File: src/rtl/fp_pkg.sv
// Shared constants, mantissa bit positions and FSM encoding for the FP adder back end.
package fp_pkg;
    localparam int unsigned EXP_W  = 11;
    localparam int unsigned FRAC_W = 52;
    localparam int unsigned MW     = FRAC_W + 4;

    localparam logic [EXP_W-1:0] EXP_MAX  = '1;
    localparam int unsigned      EXP_BIAS = 1023;

    // Extended mantissa layout: carry | hidden | fraction | guard | sticky
    localparam int unsigned CARRY    = MW - 1;
    localparam int unsigned HIDDEN   = MW - 2;
    localparam int unsigned FRAC_LSB = 2;
    localparam int unsigned GUARD    = 1;
    localparam int unsigned STICKY   = 0;

    typedef enum logic [1:0] {
        IDLE  = 2'd0,
        SHIFT = 2'd1,
        ROUND = 2'd2,
        DONE  = 2'd3
    } state_t;
endpackage

File: src/rtl/fp_post_normalize_if.sv
// Operand-in / result-out handshake bundle of the post-normalize stage.
interface fp_post_normalize_if;
    import fp_pkg::*;

    logic              in_valid;
    logic              in_ready;
    logic              in_sign;
    logic [EXP_W-1:0]  in_exp;
    logic [MW-1:0]     in_mant;
    logic              out_valid;
    logic              out_ready;
    logic              out_sign;
    logic [EXP_W-1:0]  out_exp;
    logic [FRAC_W-1:0] out_frac;
    logic              out_zero;
    logic              out_ovfl;
    logic              out_unfl;

    modport master (
        output in_valid, in_sign, in_exp, in_mant, out_ready,
        input  in_ready, out_valid, out_sign, out_exp, out_frac,
               out_zero, out_ovfl, out_unfl
    );

    modport slave (
        input  in_valid, in_sign, in_exp, in_mant, out_ready,
        output in_ready, out_valid, out_sign, out_exp, out_frac,
               out_zero, out_ovfl, out_unfl
    );
endinterface

File: src/rtl/fp_round_rne.sv
// Combinational round-to-nearest-even on the extended mantissa with exponent fix-up.
module fp_round_rne
    import fp_pkg::*;
(
    input  logic [MW-1:0]  mant,
    input  logic [EXP_W:0] exp,
    output logic [MW-1:0]  mant_rnd,
    output logic [EXP_W:0] exp_rnd,
    output logic           ovfl
);
    logic          round_up;
    logic [MW-1:0] inc;
    logic [MW-1:0] sum;

    always_comb begin
        round_up      = mant[GUARD] & (mant[STICKY] | mant[FRAC_LSB]);
        inc           = '0;
        inc[FRAC_LSB] = round_up;
        sum           = mant + inc;
        mant_rnd      = sum;
        exp_rnd       = exp;
        ovfl          = 1'b0;
        if (sum[CARRY]) begin
            mant_rnd = sum >> 1;
            exp_rnd  = exp + (EXP_W+1)'(1);
        end else if (exp == '0 && sum[HIDDEN]) begin
            // denormal rounded up into the hidden bit becomes the smallest normal
            exp_rnd = (EXP_W+1)'(1);
        end
        if (exp_rnd >= {1'b0, EXP_MAX}) begin
            exp_rnd          = {1'b0, EXP_MAX};
            mant_rnd         = '0;
            mant_rnd[HIDDEN] = 1'b1;
            ovfl             = 1'b1;
        end
    end
endmodule

File: src/rtl/fp_post_normalize.sv
// FP adder back end: normalizes the raw sum (1-bit right or iterative left shift), rounds RNE, flags.
module fp_post_normalize
    import fp_pkg::*;
(
    input  logic clk,
    input  logic rst_n,
    fp_post_normalize_if.slave bus
);
    state_t         state;
    state_t         state_nxt;
    logic           sign_q;
    logic [EXP_W:0] exp_q;
    logic [MW-1:0]  mant_q;
    logic           zero_q;
    logic           ovfl_q;
    logic           unfl_q;

    logic [MW-1:0]  r_mant;
    logic [EXP_W:0] r_exp;
    logic           r_ovfl;

    fp_round_rne u_round (
        .mant     (mant_q),
        .exp      (exp_q),
        .mant_rnd (r_mant),
        .exp_rnd  (r_exp),
        .ovfl     (r_ovfl)
    );

    always_ff @(posedge clk or negedge rst_n) begin
        if (!rst_n) state <= IDLE;
        else        state <= state_nxt;
    end

    always_comb begin
        state_nxt = state;
        unique case (state)
            IDLE: begin
                if (bus.in_valid) begin
                    if (bus.in_mant == '0)
                        state_nxt = DONE;
                    else if (bus.in_mant[CARRY] || bus.in_mant[HIDDEN] || bus.in_exp == '0)
                        state_nxt = ROUND;
                    else
                        state_nxt = SHIFT;
                end
            end
            SHIFT: begin
                if (mant_q[HIDDEN] || exp_q == (EXP_W+1)'(1))
                    state_nxt = ROUND;
            end
            ROUND:   state_nxt = DONE;
            DONE:    if (bus.out_ready) state_nxt = IDLE;
            default: state_nxt = IDLE;
        endcase
    end

    always_comb begin
        bus.in_ready  = (state == IDLE);
        bus.out_valid = (state == DONE);
    end

    always_ff @(posedge clk or negedge rst_n) begin
        if (!rst_n) begin
            sign_q <= 1'b0;
            exp_q  <= '0;
            mant_q <= '0;
            zero_q <= 1'b0;
            ovfl_q <= 1'b0;
            unfl_q <= 1'b0;
        end else begin
            unique case (state)
                IDLE: begin
                    if (bus.in_valid) begin
                        sign_q <= bus.in_sign;
                        zero_q <= 1'b0;
                        ovfl_q <= 1'b0;
                        unfl_q <= 1'b0;
                        if (bus.in_mant == '0) begin
                            exp_q  <= '0;
                            mant_q <= '0;
                            zero_q <= 1'b1;
                        end else if (bus.in_mant[CARRY]) begin
                            // guard and sticky fold into the new sticky
                            mant_q <= {1'b0, bus.in_mant[MW-1:2], bus.in_mant[GUARD] | bus.in_mant[STICKY]};
                            exp_q  <= {1'b0, bus.in_exp} + (EXP_W+1)'(1);
                        end else begin
                            mant_q <= bus.in_mant;
                            exp_q  <= {1'b0, bus.in_exp};
                        end
                    end
                end
                SHIFT: begin
                    if (!mant_q[HIDDEN]) begin
                        if (exp_q == (EXP_W+1)'(1)) begin
                            exp_q  <= '0;
                            unfl_q <= 1'b1;
                        end else begin
                            mant_q <= mant_q << 1;
                            exp_q  <= exp_q - (EXP_W+1)'(1);
                        end
                    end
                end
                ROUND: begin
                    mant_q <= r_mant;
                    exp_q  <= r_exp;
                    ovfl_q <= r_ovfl;
                    if (r_exp != '0) unfl_q <= 1'b0;
                end
                default: ;
            endcase
        end
    end

    assign bus.out_sign = sign_q;
    assign bus.out_exp  = exp_q[EXP_W-1:0];
    assign bus.out_frac = mant_q[MW-3:FRAC_LSB];
    assign bus.out_zero = zero_q;
    assign bus.out_ovfl = ovfl_q;
    assign bus.out_unfl = unfl_q;
endmodule

File: src/flat_wrapper.sv
// flat-port wrapper written by rule: the top's interface ports become plain ports
module fp_post_normalize_flat import fp_pkg::*;
  (clk, rst_n, bus_in_valid, bus_in_sign, bus_in_exp, bus_in_mant, bus_out_ready, bus_in_ready, bus_out_valid, bus_out_sign, bus_out_exp, bus_out_frac, bus_out_zero, bus_out_ovfl, bus_out_unfl);
  fp_post_normalize_if bus_i ();
  input  logic clk;
  input  logic rst_n;
  input wire logic [$bits(bus_i.in_valid)-1:0] bus_in_valid;
  input wire logic [$bits(bus_i.in_sign)-1:0] bus_in_sign;
  input wire logic [$bits(bus_i.in_exp)-1:0] bus_in_exp;
  input wire logic [$bits(bus_i.in_mant)-1:0] bus_in_mant;
  input wire logic [$bits(bus_i.out_ready)-1:0] bus_out_ready;
  output wire logic [$bits(bus_i.in_ready)-1:0] bus_in_ready;
  output wire logic [$bits(bus_i.out_valid)-1:0] bus_out_valid;
  output wire logic [$bits(bus_i.out_sign)-1:0] bus_out_sign;
  output wire logic [$bits(bus_i.out_exp)-1:0] bus_out_exp;
  output wire logic [$bits(bus_i.out_frac)-1:0] bus_out_frac;
  output wire logic [$bits(bus_i.out_zero)-1:0] bus_out_zero;
  output wire logic [$bits(bus_i.out_ovfl)-1:0] bus_out_ovfl;
  output wire logic [$bits(bus_i.out_unfl)-1:0] bus_out_unfl;
  assign bus_i.in_valid = bus_in_valid;
  assign bus_i.in_sign = bus_in_sign;
  assign bus_i.in_exp = bus_in_exp;
  assign bus_i.in_mant = bus_in_mant;
  assign bus_i.out_ready = bus_out_ready;
  assign bus_in_ready = bus_i.in_ready;
  assign bus_out_valid = bus_i.out_valid;
  assign bus_out_sign = bus_i.out_sign;
  assign bus_out_exp = bus_i.out_exp;
  assign bus_out_frac = bus_i.out_frac;
  assign bus_out_zero = bus_i.out_zero;
  assign bus_out_ovfl = bus_i.out_ovfl;
  assign bus_out_unfl = bus_i.out_unfl;
  fp_post_normalize u_core (.clk(clk), .rst_n(rst_n), .bus(bus_i));
endmodule
File: config.mk
export PLATFORM = sky130hd
export DESIGN_NAME = fp_post_normalize_flat
export DESIGN_NICKNAME = d
export VERILOG_FILES = /design/src/rtl/fp_pkg.sv /design/src/rtl/fp_post_normalize_if.sv /design/src/rtl/fp_round_rne.sv /design/src/rtl/fp_post_normalize.sv /design/src/flat_wrapper.sv
export SDC_FILE = /design/constraint.sdc
export NUM_CORES = 1
export LEC_CHECK = 0
export ABC_AREA = 1
export BUFFER_PORTS_ARGS = -buffer_cell sky130_fd_sc_hd__buf_2
export CELL_PAD_IN_SITES_DETAIL_PLACEMENT = 1
export CELL_PAD_IN_SITES_GLOBAL_PLACEMENT = 1
export CORE_ASPECT_RATIO = 1.75
export CORE_UTILIZATION = 36
export CTS_CLUSTER_SIZE = 28
export DETAILED_ROUTE_END_ITERATION = 8
export PLACE_DENSITY = 0.82
export SYNTH_ARGS = -nofsm -noshare
export SYNTH_HDL_FRONTEND = slang
export SYNTH_HIERARCHICAL = 1
export SYNTH_SLANG_ARGS = --single-unit
File: constraint.sdc
create_clock -name clk -period 2.9 [get_ports clk]
set_clock_uncertainty 0.1 [all_clocks]
set_input_delay 0.87 -clock clk [delete_from_list [all_inputs] [get_ports clk]]
set_output_delay 0.87 -clock clk [all_outputs]
set_load 0.1 [all_outputs]
# Word level (Yosys, flattened, before mapping)
# Index checks and enable logic that the tools add are counted.
# totals
out_inout_bits,69
reg_bits,74
wordCells,76
# op_classes
reduce_logical,18
n_mux,31
bitwise_logic,3
n_addsub,4
order_cmp,1
n_eq_ne,11
# ops
operator,n
$mux 56,4
$pmux 56 s3,1
$mux 55,3
$mux 12,8
$add 56x3->56,1
$logic_not 56->1,1
$pmux 12 s3,1
$add 11x1->12 const B,1
$add 12x1->12 const B,1
$eq 12x1->1 const B,1
$ge 12x11->1 const B,1
$logic_not 12->1,1
$reduce_bool 12->1,1
$sub 12x1->12 const B,1
$logic_not 11->1,1
$mux 2,5
$ne 2x2->1 const B,4
$pmux 2 s4,1
$mux 1,6
$ne 2x1->1 const B,3
$reduce_and 2->1,3
$reduce_and 3->1,2
$reduce_and 5->1,1
$eq 2x2->1 const B,2
11 further kinds,14

# Depth between registers and ports, before layout
# Gate-level depths: netlist (run 1).
# depth
depth_word,11
ltp_mapped,22
mapped_depth_nobuf,21

# Modules after synthesis
# Netlist (run 1), hierarchy kept.
# modules_own_cells
mod,instances,cells_per_inst,seq_area_each_um2,area_each_um2
fp_post_normalize,1,924,1851.8,6098.3
fp_round_rne,1,607,0.0,2964.1

# Worst setup path after synthesis (run 1)
# Ideal clock, no wire load.
# synth_path
path_type,reg-to-reg
startpoint,reg u_core.mant_q[1]
endpoint,"reg u_core.unfl_q, in the netlist u_core/bus.out_unfl"
stages_incl_launch_ff,21
slack_ps,-35
path_buffers,1
setup_ps,83
synth_period_minus_slack_ps,2935
arrival_ps,2752
cell_sequence,dfrtp_1 > nand2_1 > inv_2 > ha_1 > nand2_1 > nor2_1 > nand2_1 > o21ai_0 > nand3_1 > nand2_1 > nand2_1 > nand3_1 > nor2_1 > nand3_2 > buf_2 > nand3b_1 > nor4_1 > nand3_1 > o21ai_0 > nand2_1 > o21ai_0
# synth_between
elab_chain_len,10
# synth_lines
element,line,source
"start, declared",fp_post_normalize.sv:13,logic [MW-1:0] mant_q;
"start signal, assigned",fp_post_normalize.sv:85,"mant_q <= {1'b0, bus.in_mant[MW-1:2], bus.in_mant[GUARD] | bus.in_mant[STICKY]};"
"start signal, assigned",fp_post_normalize.sv:88,mant_q <= bus.in_mant;
"start signal, assigned",fp_post_normalize.sv:99,mant_q <= mant_q << 1;
$and 1x1->1,fp_round_rne.sv:16,round_up = mant[GUARD] & (mant[STICKY] | mant[FRAC_LSB]);
$add 56x3->56 (*),fp_round_rne.sv:19,sum = mant + inc;
$logic_and 1x1->1,fp_round_rne.sv:26,end else if (exp == '0 && sum[HIDDEN]) begin
$mux 12,fp_round_rne.sv:26,
$mux 12 (*),fp_round_rne.sv:23,if (sum[CARRY]) begin
$ge 12x11->1,fp_round_rne.sv:30,"if (exp_rnd >= {1'b0, EXP_MAX}) begin"
$mux 12 (*),fp_round_rne.sv:30,
via u_core.r_exp[10],fp_post_normalize.sv:19,logic [EXP_W:0] r_exp;
$reduce_bool 12->1 (*),fp_post_normalize.sv:108,if (r_exp != '0) unfl_q <= 1'b0;
$ne 2x1->1 (no line) (*),--,
$reduce_and 5->1 (no line) (*),--,
"end signal, assigned",fp_post_normalize.sv:70,unfl_q <= 1'b0;
"end signal, assigned",fp_post_normalize.sv:97,unfl_q <= 1'b1;
"end signal, assigned",fp_post_normalize.sv:108,
"end, declared",fp_post_normalize.sv:16,logic unfl_q;
# The timed path passes the listed nets; every way through them passes the cells marked *.
# A chain may end at the register's enable or synchronous reset.

# Final worst setup path (run 1)
# layout_path
startpoint,reg u_core.mant_q[52]
endpoint,"reg u_core.unfl_q, in the netlist u_core/bus.out_unfl"
# layout_between
elab_chain_len,9
# layout_lines
element,line
$add 56x3->56 (*),fp_round_rne.sv:19
$logic_and 1x1->1,fp_round_rne.sv:26
$mux 12,fp_round_rne.sv:26
$mux 12 (*),fp_round_rne.sv:23
$ge 12x11->1,fp_round_rne.sv:30
$mux 12 (*),fp_round_rne.sv:30
via u_core.r_exp[9],fp_post_normalize.sv:19
$reduce_bool 12->1 (*),fp_post_normalize.sv:108
$ne 2x1->1 (no line) (*),--
$reduce_and 5->1 (no line) (*),--
# Marked as above.

==> flow_summary.toml, run 1 <==
[grt]
overflow = 0
grt_first_pass_wirelength_um = 67660
grt.total_usage_pct = 34.44
antenna_found_initial = 2
first_global_vias = 12820
grt_max_degree = 67

[floorplan]
die_area_um2 = 25840
start_util_pct = 36.80
die_x_um = 121.9
rows = 76
num_io_pins = 141
die_h_um = 211.9
core_region_area_um2 = 24630

[placed_design]
hpwl_um = 29330
portBuffers = 140
place_area_um2 = 10670
place_ws_ns = -0.3924
place_congestion = 0.9050

[layout]
layout.nets = 1853
final_area_um2 = 12520
insertedDiodeCount = 0
drive_gt1_share_pct = 36.56
synthToLayoutAreaGrowth_pct = 38.11

[setup_path]
worstSetupPathType = "flip-flop to flip-flop"
required_ns = 3.13
crit_fanout = 8
endpoint_kind = "flip-flop"
r2r_start = "u_core/mant_q[52]"
cp-start-kind = "flip-flop"
cp_data_arrival_time_ns = 4.00
crit_path_start = "u_core/mant_q[52]"

[detailed_routing]
drt.antenna.violating_nets = 0
wire_per_inst_um = 26.42
drtPass1Iterations = 6
drcViolationCount = 0
top_layer = "met5"
drt-met1-wl_um = 17310
drt-initial-drc-count = 1407
wl_met2_um = 26300
vias = 13130
drt-vias-per-instance = 6.289
met3_length_um = 5420
wl_um = 55150

[synthesis]
synth_edf_count = 0
ys_seq_area_share_pct = 20.43
ys.flop_type = "dfrtp_1"
async_reset_ff_share_pct = 100.0
synth_common_cells = "543 x nand2_1, 199 x nor2_1, 157 x nand3_1"
synth.most_common_cell = "nand2_1"
yosysTopAreaCell = "nand2_1"
synth_area_leaders = "nand2_1 22%, dfrtp_1 20%, nand3_1 8.7%, nor2_1 8.2%, buf_4 5.6%"
syn_inst = 1531
ys_warn_count = 6
synth_top_area_share_pct = 22.49
ys_seq_elements = 74
mappedNetlistArea_um2 = 9062
synth_area_per_cell_um2 = 5.919
yosysUniqueCellTypes = 40

[job]
maxCapViolations = 0

[outcome]
status = "finished with violations"
violations = "setup timing"

[sta]
setup_viol = 69
period_share_pct = 130.2
period_minus_slack_ns = 3.777
fin_hold_ws_ns = 0.3441
fin_tns_setup_ns = -45.20
max_slew_margin_pct = 21.65
setup_slack_ns = -0.8765
tightest_slew_ns = 1.174
rsz0062_at_grt = "yes"
slew_violations = 0
finalHoldViolCount = 0
fmax_ghz = 0.2648

[clock_network]
clockRootBuffer = "clkbuf_16"
hold_buffers = 0
cts_buffer_depth = 2
cts-htree-levels = 3
clock-sinks = 74
clk_pin_slew_ns = 0.08
clk_latency_ns = 0.40
cts_tree = "built"
cts_buffers = 9

[min_path]
hold_path_class = "input port to async pin"
[critical path, stage by stage (launching register included)]
cell      delay (ns)
dfrtp_1         0.37
nand2_1         0.25
nor2_2          0.42
nand2_1         0.14
nor2_2          0.13
nand2_2         0.10
o21ai_4         0.27
nand2_8         0.12
buf_8           0.17
nand2_4         0.07
nand2_4         0.06
nand3_4         0.09
nor2_4          0.04
nand3_4         0.14
nand3b_1        0.34
nor4_2          0.37
nand3_1         0.16
o21ai_2         0.18
nand2_1         0.09
o21ai_1         0.08
[state kept, by name, indices dropped and copies added (netlist names)]
register             flops
u_core/bus.out_zero      1
u_core/state             2
u_core/exp_q            12
u_core/bus.out_unfl      1
u_core/mant_q           56
u_core/bus.out_ovfl      1
u_core/bus.out_sign      1
[layout make-up]
cell class | count | area [um^2]
Inverter | 86 | 325.3
Timing Repair Buffer | 361 | 2669
Multi-Input combinational cell | 1238 | 6952
Clock buffer | 9 | 225.2
Fill cell | 3289 | 12110
Clock inverter | 7 | 98.84
Tap cell | 312 | 390.4
Sequential cell | 74 | 1856
[metrics by stage]
step           instances  util, %
6_report            2087    50.82
4_1_cts             2059    46.13
5_1_grt             2087    50.82
2_1_floorplan       1532        -
3_3_place_gp        2016    43.31
3_5_place_dp        2016    43.31
[routing by layer]
layer | vias up | GRT usage, %
met1 | 6275 | 32.72
met2 | 1018 | 61.70
li1 | 5325 | -
met4 | 4 | 30.69
met3 | 503 | 6.492
met5 | - | 0
[cells in the final DEF (no fill, tap or decap), types with 22 or more instances in the layout]
master    instances
buf_2           139
buf_4           191
dfrtp_1          71
inv_1            75
nand2_1         476
nand2_2          60
nand3_1         131
nand3_2          26
nand4_1          22
nor2_1          126
nor2_2           44
nor2_4           37
o211ai_1         54
o21ai_0          25
or2_2            43
xnor2_1          27
xor2_1           43
[cells by family after synthesis]
| family | after synthesis | synth area share (%) |
|---|---|---|
| mux | 2 | 0.2347 |
| fa+ha+maj | 11 | 1.519 |
| flops | 74 | 20.43 |
| xor+xnor | 74 | 7.359 |
| simple gates | 1022 | 48.46 |
| other cells | 1 | 0.04138 |
| compound gates | 126 | 8.740 |
| buf+inv | 221 | 13.21 |
[worst paths after layout]
check | end | slack (ns) | depth (start not counted)
setup / recovery | u_core/bus.out_unfl | -0.88 | 19
hold / removal | u_core/mant_q[52] | 0.34 | 1
setup reg to reg | u_core/bus.out_unfl | -0.88 | 19
hold reg to reg | u_core/bus.out_zero | 0.42 | 2
max in group asynchronous | u_core/exp_q[2] | 1.74 | 2
min in group clk | u_core/bus.out_zero | 0.42 | 2
[what timing repair did]
| item | in CTS | in global routing |
|---|---|---|
| pin swaps | 21 | 145 |
| cloned | 1 | 7 |
| resized for setup | 49 | 236 |
| setup buffers | 26 | 22 |
| endpoints found under the setup margin | 68 | 68 |
Power of run 1 is not shown: default switching activity piles up to over one toggle a cycle in this logic, so the estimate is an artifact.
==> inputs of run 2 (changes only) <==
ABC_AREA = unset   (was 1)
CORE_UTILIZATION = 39   (was 36)
==> run 2 against run 1 <==
Net effect: the flow still finishes with violations (setup timing); area after synthesis down 2.2%; non-clock buffer count up 33; register-to-register slack better by 0.05 ns; synthesized cell count down 26%.
==> flow_summary.toml, run 2 <==
[setup_path]
endpoint_kind = "flip-flop"
worstSetupPathType = "flip-flop to flip-flop"
cpPeakStageDelay_ns = 0.47
critPathMostFrequentCell = "nand2_4"
reg2regPathDepth = 13
required_ns = 3.01
cp-start-kind = "flip-flop"
crit_fanout = 8
r2r_start = "u_core/mant_q[14]"
cp_top_family = "compound AO/OA/AOI/OAI gates"
cp_slowest_cell = "o221ai_1"
crit_chain = "nand4_4 -> nor4_4 -> nand2_4 -> o31ai_4 -> nand2_4 -> a32oi_4 -> nor3_4 -> buf_12 -> buf_6 -> buf_8 -> nor2_2 -> a22oi_1 -> o221ai_1"
crit_buf_inv = 3
reg2reg_slack_ns = -0.83
cp_data_arrival_time_ns = 3.84
reg2reg_to = "u_core/mant_q[53]"

[min_path]
hold_end = "u_core/bus.out_zero"
hp-start = "u_core/bus.out_zero"
hold_path_class = "flip-flop to flip-flop"
holdPathStages = 2

[power_and_ir_drop]
power.share.clock_pct = 7.9
switching_share_pct = 60.94
switching_power_mw = 10.51
power.leakage_nw = 5.366
peakVddDrop_mv = 1.115
internal_power_mw = 6.740
pwr-share-comb_pct = 81.1
p_per_area_nw_per_um2 = 1381
p_seq_share_pct = 11.0

[layout]
largest-register = "u_core/mant_q"
largest_reg_flops = 56
drive_gt1_share_pct = 45.30
reg.largest.list = "u_core/mant_q x56, u_core/exp_q x12, u_core/state x2"
multiInputGateArea_um2 = 6798
layout.nets = 1471
insertedDiodeCount = 0
final_common_cell = "buf_4"
seq_area_um2 = 1854
utilization_pct = 56.38
final_area_um2 = 12490
nFillCells = 2642
synthToLayoutAreaGrowth_pct = 40.95
most-common-layout-cells = "210 x buf_4, 200 x nand2_1, 138 x buf_2"

[clock_network]
clock-sinks = 74
cts_buffers = 9
clk_pin_slew_ns = 0.07
clockRootBuffer = "clkbuf_16"
cts_buffer_depth = 2
clk_latency_ns = 0.38
hold_buffers = 0
cts-htree-levels = 3
cts_tree = "built"

[sta]
rsz0062_at_grt = "yes"
setup_viol = 71
tightest_slew_ns = 1.062
slew_violations = 0
period_share_pct = 128.7
period_minus_slack_ns = 3.731
fin_hold_ws_ns = 0.3874
setup_slack_ns = -0.8309
max_slew_margin_pct = 28.90
fmax_ghz = 0.2680
finalHoldViolCount = 0

[synthesis]
yosysUniqueCellTypes = 79
synth-simple-area-share_pct = 29.19
synth_area_per_cell_um2 = 7.873
async_reset_ff_share_pct = 100.0
ys_seq_area_share_pct = 20.89
synth_top_area_share_pct = 20.89
ys.flop_type = "dfrtp_1"
synth_compound_area_share_pct = 23.44
syn_inst = 1126
synth_mux_area_share_pct = 6.464
synth.most_common_cell = "nand2_1"
synth_common_cells = "209 x nand2_1, 82 x nor2_1, 74 x dfrtp_1"
mappedNetlistArea_um2 = 8865
ys_warn_count = 6
yosys.area_share.adder_pct = 1.553
synth_area_leaders = "dfrtp_1 21%, nand2_1 8.8%, o221ai_2 8.5%, mux2i_1 6.2%, buf_4 5.8%"
synth_edf_count = 0
yosysTopAreaCell = "dfrtp_1"
synth_xor_area_share_pct = 6.718
ys_seq_elements = 74
synth_top_family_by_area = "simple AND/OR/NAND/NOR gates"

[grt]
grt_first_pass_wirelength_um = 58760
grt.total_usage_pct = 32.66
antenna_found_initial = 0
first_global_vias = 10960
met1_usage_pct = 32.74
grt_use_met3_pct = 3.554
grt_max_degree = 75
grt.met2_usage_pct = 59.14
busiest_layer = "met2"
overflow = 0

[placed_design]
hpwl_um = 26910
place_area_um2 = 10810
portBuffers = 140
place_congestion = 0.9267

[floorplan]
die_area_um2 = 23360
die_x_um = 116.0
core_region_area_um2 = 22160
num_io_pins = 141
die_h_um = 201.4
start_util_pct = 40.00
rows = 72

[detailed_routing]
drcViolationCount = 0
drt-initial-drc-count = 1093
drt-vias-per-instance = 6.726
vias = 11360
wire_per_inst_um = 28.25
wl_um = 47710
drtPass1Iterations = 6
drt.antenna.violating_nets = 0

[outcome]
status = "finished with violations"
violations = "setup timing"

[job]
maxCapViolations = 0
[run 2: stage by stage]
stage / power (mW) / setup WS [ns] / setup TNS (ns) / std cells
detailed placement: 13.54 / -0.3841 / -13.91 / 1627
global route: 17.73 / -0.8046 / -32.90 / 1689
CTS: 15.26 / -0.2783 / -8.580 / 1662
finish: 17.26 / -0.8309 / -31.39 / 1689
global placement: 13.17 / -0.2620 / -12.20 / 1627
floorplan: 10.82 / -0.2627 / -2.533 / 1127
[run 2: worst max-delay path by stage]
stage                                  from             endpoint  slack, ns  cells past startpoint
final                     u_core/mant_q[14]    u_core/mant_q[53]      -0.83                     13
after global routing      u_core/mant_q[14]    u_core/mant_q[53]      -0.80                     13
after CTS                 u_core/mant_q[23]  u_core/bus.out_unfl      -0.28                     14
after detailed placement  u_core/mant_q[23]    u_core/mant_q[54]      -0.38                     14
after global placement       bus_in_mant[4]      u_core/exp_q[4]      -0.26                      8
after floorplan            u_core/mant_q[7]  u_core/bus.out_unfl      -0.26                     14
[run 2: logic make-up after synthesis]
logic type	after synthesis
DFF	74
xor gates and xnor gates	68
muxes	57
adders and majority gates	11
AOI/OAI and AO/OA	231
buffers and inverters	169
other	1
and+or+nand+nor	515
[run 2: area by class of cell]
type | count | area share, %
Tap cell | 296 | 2.964
Multi-Input combinational cell | 885 | 54.41
Timing Repair Buffer | 394 | 24.35
Clock inverter | 4 | 0.5808
Inverter | 24 | 0.7210
Sequential cell | 74 | 14.84
Clock buffer | 12 | 2.133
[run 2: power by group through the flow]
stage          Clock [mW]  Sequential [mW]  Combinational [mW]
2_1_floorplan           0             2.22                8.60
3_3_place_gp            0             1.81                11.4
3_5_place_dp            0             1.85                11.7
4_1_cts              1.32             1.85                12.1
5_1_grt              1.40             1.93                14.4
6_report             1.36             1.90                14.0
[run 2: tightest hold or removal path, stage by stage (launching register included)]
cell and delay, ns:
dfrtp_1 0.35, nand2_1 0.05, o21ai_0 0.06
[run 2: routing by layer]
layer / wire, um / share of wire [%] / up-vias
li1: - / - / 4607
met3: 3749 / 7.9 / 384
met5: 0 / 0 / -
met4: 5372 / 11 / 0
met2: 23190 / 49 / 825
met1: 15400 / 32 / 5544
[run 2: what timing repair did]
item | CTS | global route
gates resized for setup | 66 | 131
pin swaps | 47 | 98
cloned | 2 | 5
setup endpoints to repair | 62 | 67
setup buffers | 20 | 25
(Power assumes the default switching activity.)
==> inputs of run 3 (changes only) <==
ABC_AREA = 1   (was unset)
CELL_PAD_IN_SITES_DETAIL_PLACEMENT = 0   (was 1)
CORE_UTILIZATION = 36   (was 39)
==> run 3 against run 2 <==
Net effect: the run still ends with setup timing left; die area increased by 11%; sequential power increased by 3%; register-to-register slack improved by 0.81 ns; flip-flop and latch count unchanged; final area fell by 6.8%; global-route usage down 5.9 points; cell count rose by 22%; critical path type unchanged.
==> flow_summary.toml, run 3 (synthesis gave the netlist of run 1 again) <==
[grt]
overflow = 0
grt.total_usage_pct = 26.76
grt_max_degree = 67
grt_first_pass_wirelength_um = 53100
first_global_vias = 10610
antenna_found_initial = 0

[detailed_routing]
vias = 10800
drt-met1-wl_um = 12180
drcViolationCount = 0
drtPass1Iterations = 5
top_layer = "met4"
drt-vias-per-instance = 5.244
drt-initial-drc-count = 674
wl_um = 35060
drt.antenna.violating_nets = 0
met3_length_um = 1209
wire_per_inst_um = 17.02
wl_met2_um = 19260

[floorplan]
die_area_um2 = 25840
die_h_um = 211.9
rows = 76
num_io_pins = 141
core_region_area_um2 = 24630
die_x_um = 121.9
start_util_pct = 36.80

[setup_path]
crit_path_start = "u_core/mant_q[53]"
critPathMostFrequentCell = "nand2_4"
crit_fanout = 9
cpPeakStageDelay_ns = 0.35
required_ns = 3.04
cp_top_family = "simple AND/OR/NAND/NOR gates"
worstSetupPathType = "flip-flop to flip-flop"
cp_data_arrival_time_ns = 3.06
crit_chain = "nand2_1 -> nor2_1 -> nand2_1 -> nor2_2 -> nand2_4 -> nor2_4 -> nand2_4 -> nand2_4 -> buf_12 -> nand3_2 -> xor2_4 -> buf_4 -> nand3_1 -> nor3_2 -> nand3_1 -> o21ai_2 -> o21ai_0"
crit_buf_inv = 2
endpoint_kind = "flip-flop"
cp-start-kind = "flip-flop"
r2r_start = "u_core/mant_q[53]"
cp_slowest_cell = "dfrtp_1"

[power_and_ir_drop]
switching_power_mw = 9.740
power.leakage_nw = 5.638
power.share.clock_pct = 8.1
p_per_area_nw_per_um2 = 1357
switching_share_pct = 61.69
p_seq_share_pct = 12.4
pwr-share-comb_pct = 79.5
p_total_mw = 15.79
internal_power_mw = 6.049
peakVddDrop_mv = 0.7254

[sta]
setup_slack_ns = -0.02162
slew_violations = 0
fin_tns_setup_ns = -0.09566
rsz0062_at_grt = "yes"
finalHoldViolCount = 0
setup_viol = 10
max_slew_margin_pct = 28.46
fmax_ghz = 0.3423
period_minus_slack_ns = 2.922
tightest_slew_ns = 1.072
period_share_pct = 100.7

[layout]
final_common_cell = "nand2_1"
drive_gt1_share_pct = 27.92
layout.nets = 1826
multiInputGateArea_um2 = 6347
nFillCells = 2589
utilization_pct = 47.26
largest_reg_flops = 56
seq_area_um2 = 1853
reg.largest.list = "u_core/mant_q x56, u_core/exp_q x12, u_core/state x2"
largest-register = "u_core/mant_q"
synthToLayoutAreaGrowth_pct = 28.43
insertedDiodeCount = 0
fin_cells = 2060
most-common-layout-cells = "518 x nand2_1, 179 x nor2_1, 173 x buf_4"

[placed_design]
place_ws_ns = -0.2620
dp_cells = 2016
place_congestion = 0.9050
portBuffers = 140
hpwl_um = 26160

[min_path]
hold_path_class = "input port to async pin"

[clock_network]
clk_latency_ns = 0.35
clockRootBuffer = "clkbuf_16"
cts_buffers = 9
clock-sinks = 74
clk_pin_slew_ns = 0.07
cts-htree-levels = 3
cts_tree = "built"
hold_buffers = 0
cts_buffer_depth = 2

[outcome]
status = "finished with violations"
violations = "setup timing"

[job]
maxCapViolations = 0
## run 3: cell count changes in the layout (fill, tap and decap cells not counted), moves of 37 or more
cell and delta:
or2_2 +41, mux2i_1 -54, nor2_1 +131, o211ai_1 +43, inv_1 +54, a22oi_2 -49
buf_4 -37, nand2_1 +318, o221ai_2 -50, nand3_1 +92
## run 3: through the flow
stage               cell area [um^2]  hold slack (ns)
floorplan                       9074           0.3963
global placement               10670           0.3916
detailed placement             10670           0.3821
CTS                            11060           0.3716
global route                   11640           0.3811
finish                         11640           0.3705
## run 3: power by group through the flow
stage	combinational (mW)	clock (mW)	sequential (mW)
6_report	12.6	1.28	1.96
5_1_grt	13.5	1.33	2.00
4_1_cts	12.0	1.29	1.93
3_5_place_dp	11.9	0	1.94
3_3_place_gp	11.8	0	1.93
2_1_floorplan	8.70	0	2.32
## run 3: cell type report
type                       instances  share of cell area [%]
timing repair buffer             333                   20.59
tap                              312                   3.354
clock buffer                       9                   1.935
multi-input combinational       1239                   54.54
sequential                        74                   15.92
inverter                          86                   2.795
clock inverter                     7                  0.8708
## run 3: path summary, 6_finish.rpt
| path | cells past startpoint | slack (ns) | to |
|---|---|---|---|
| hold reg to reg | 2 | 0.40 | u_core/bus.out_zero |
| setup reg to reg | 17 | -0.02 | u_core/bus.out_unfl |
| setup / recovery | 17 | -0.02 | u_core/bus.out_unfl |
| max in group asynchronous | 2 | 1.73 | u_core/mant_q[3] |
| min in group clk | 2 | 0.40 | u_core/bus.out_zero |
| hold / removal | 1 | 0.37 | u_core/mant_q[39] |
## run 3: metal layers
layer | GRT usage (%) | vias up
li1 | - | 5269
met2 | 51.90 | 337
met4 | 17.75 | 0
met5 | 0 | -
met1 | 25.93 | 5067
met3 | 2.613 | 130
## run 3: worst reg2reg max path: stages (launching register included)
cell	delay [ns]
dfrtp_1	0.35
nand2_1	0.11
nor2_1	0.14
nand2_1	0.10
nor2_2	0.16
nand2_4	0.08
nor2_4	0.13
nand2_4	0.07
nand2_4	0.12
buf_12	0.13
nand3_2	0.17
xor2_4	0.29
buf_4	0.15
nand3_1	0.14
nor3_2	0.22
nand3_1	0.12
o21ai_2	0.14
o21ai_0	0.08
## run 3: timing repair
item,4_1_cts,5_1_grt
setup buffers,2,17
pin swaps,6,44
setup endpoints to repair,67,68
gates cloned,0,9
resized for setup,15,78
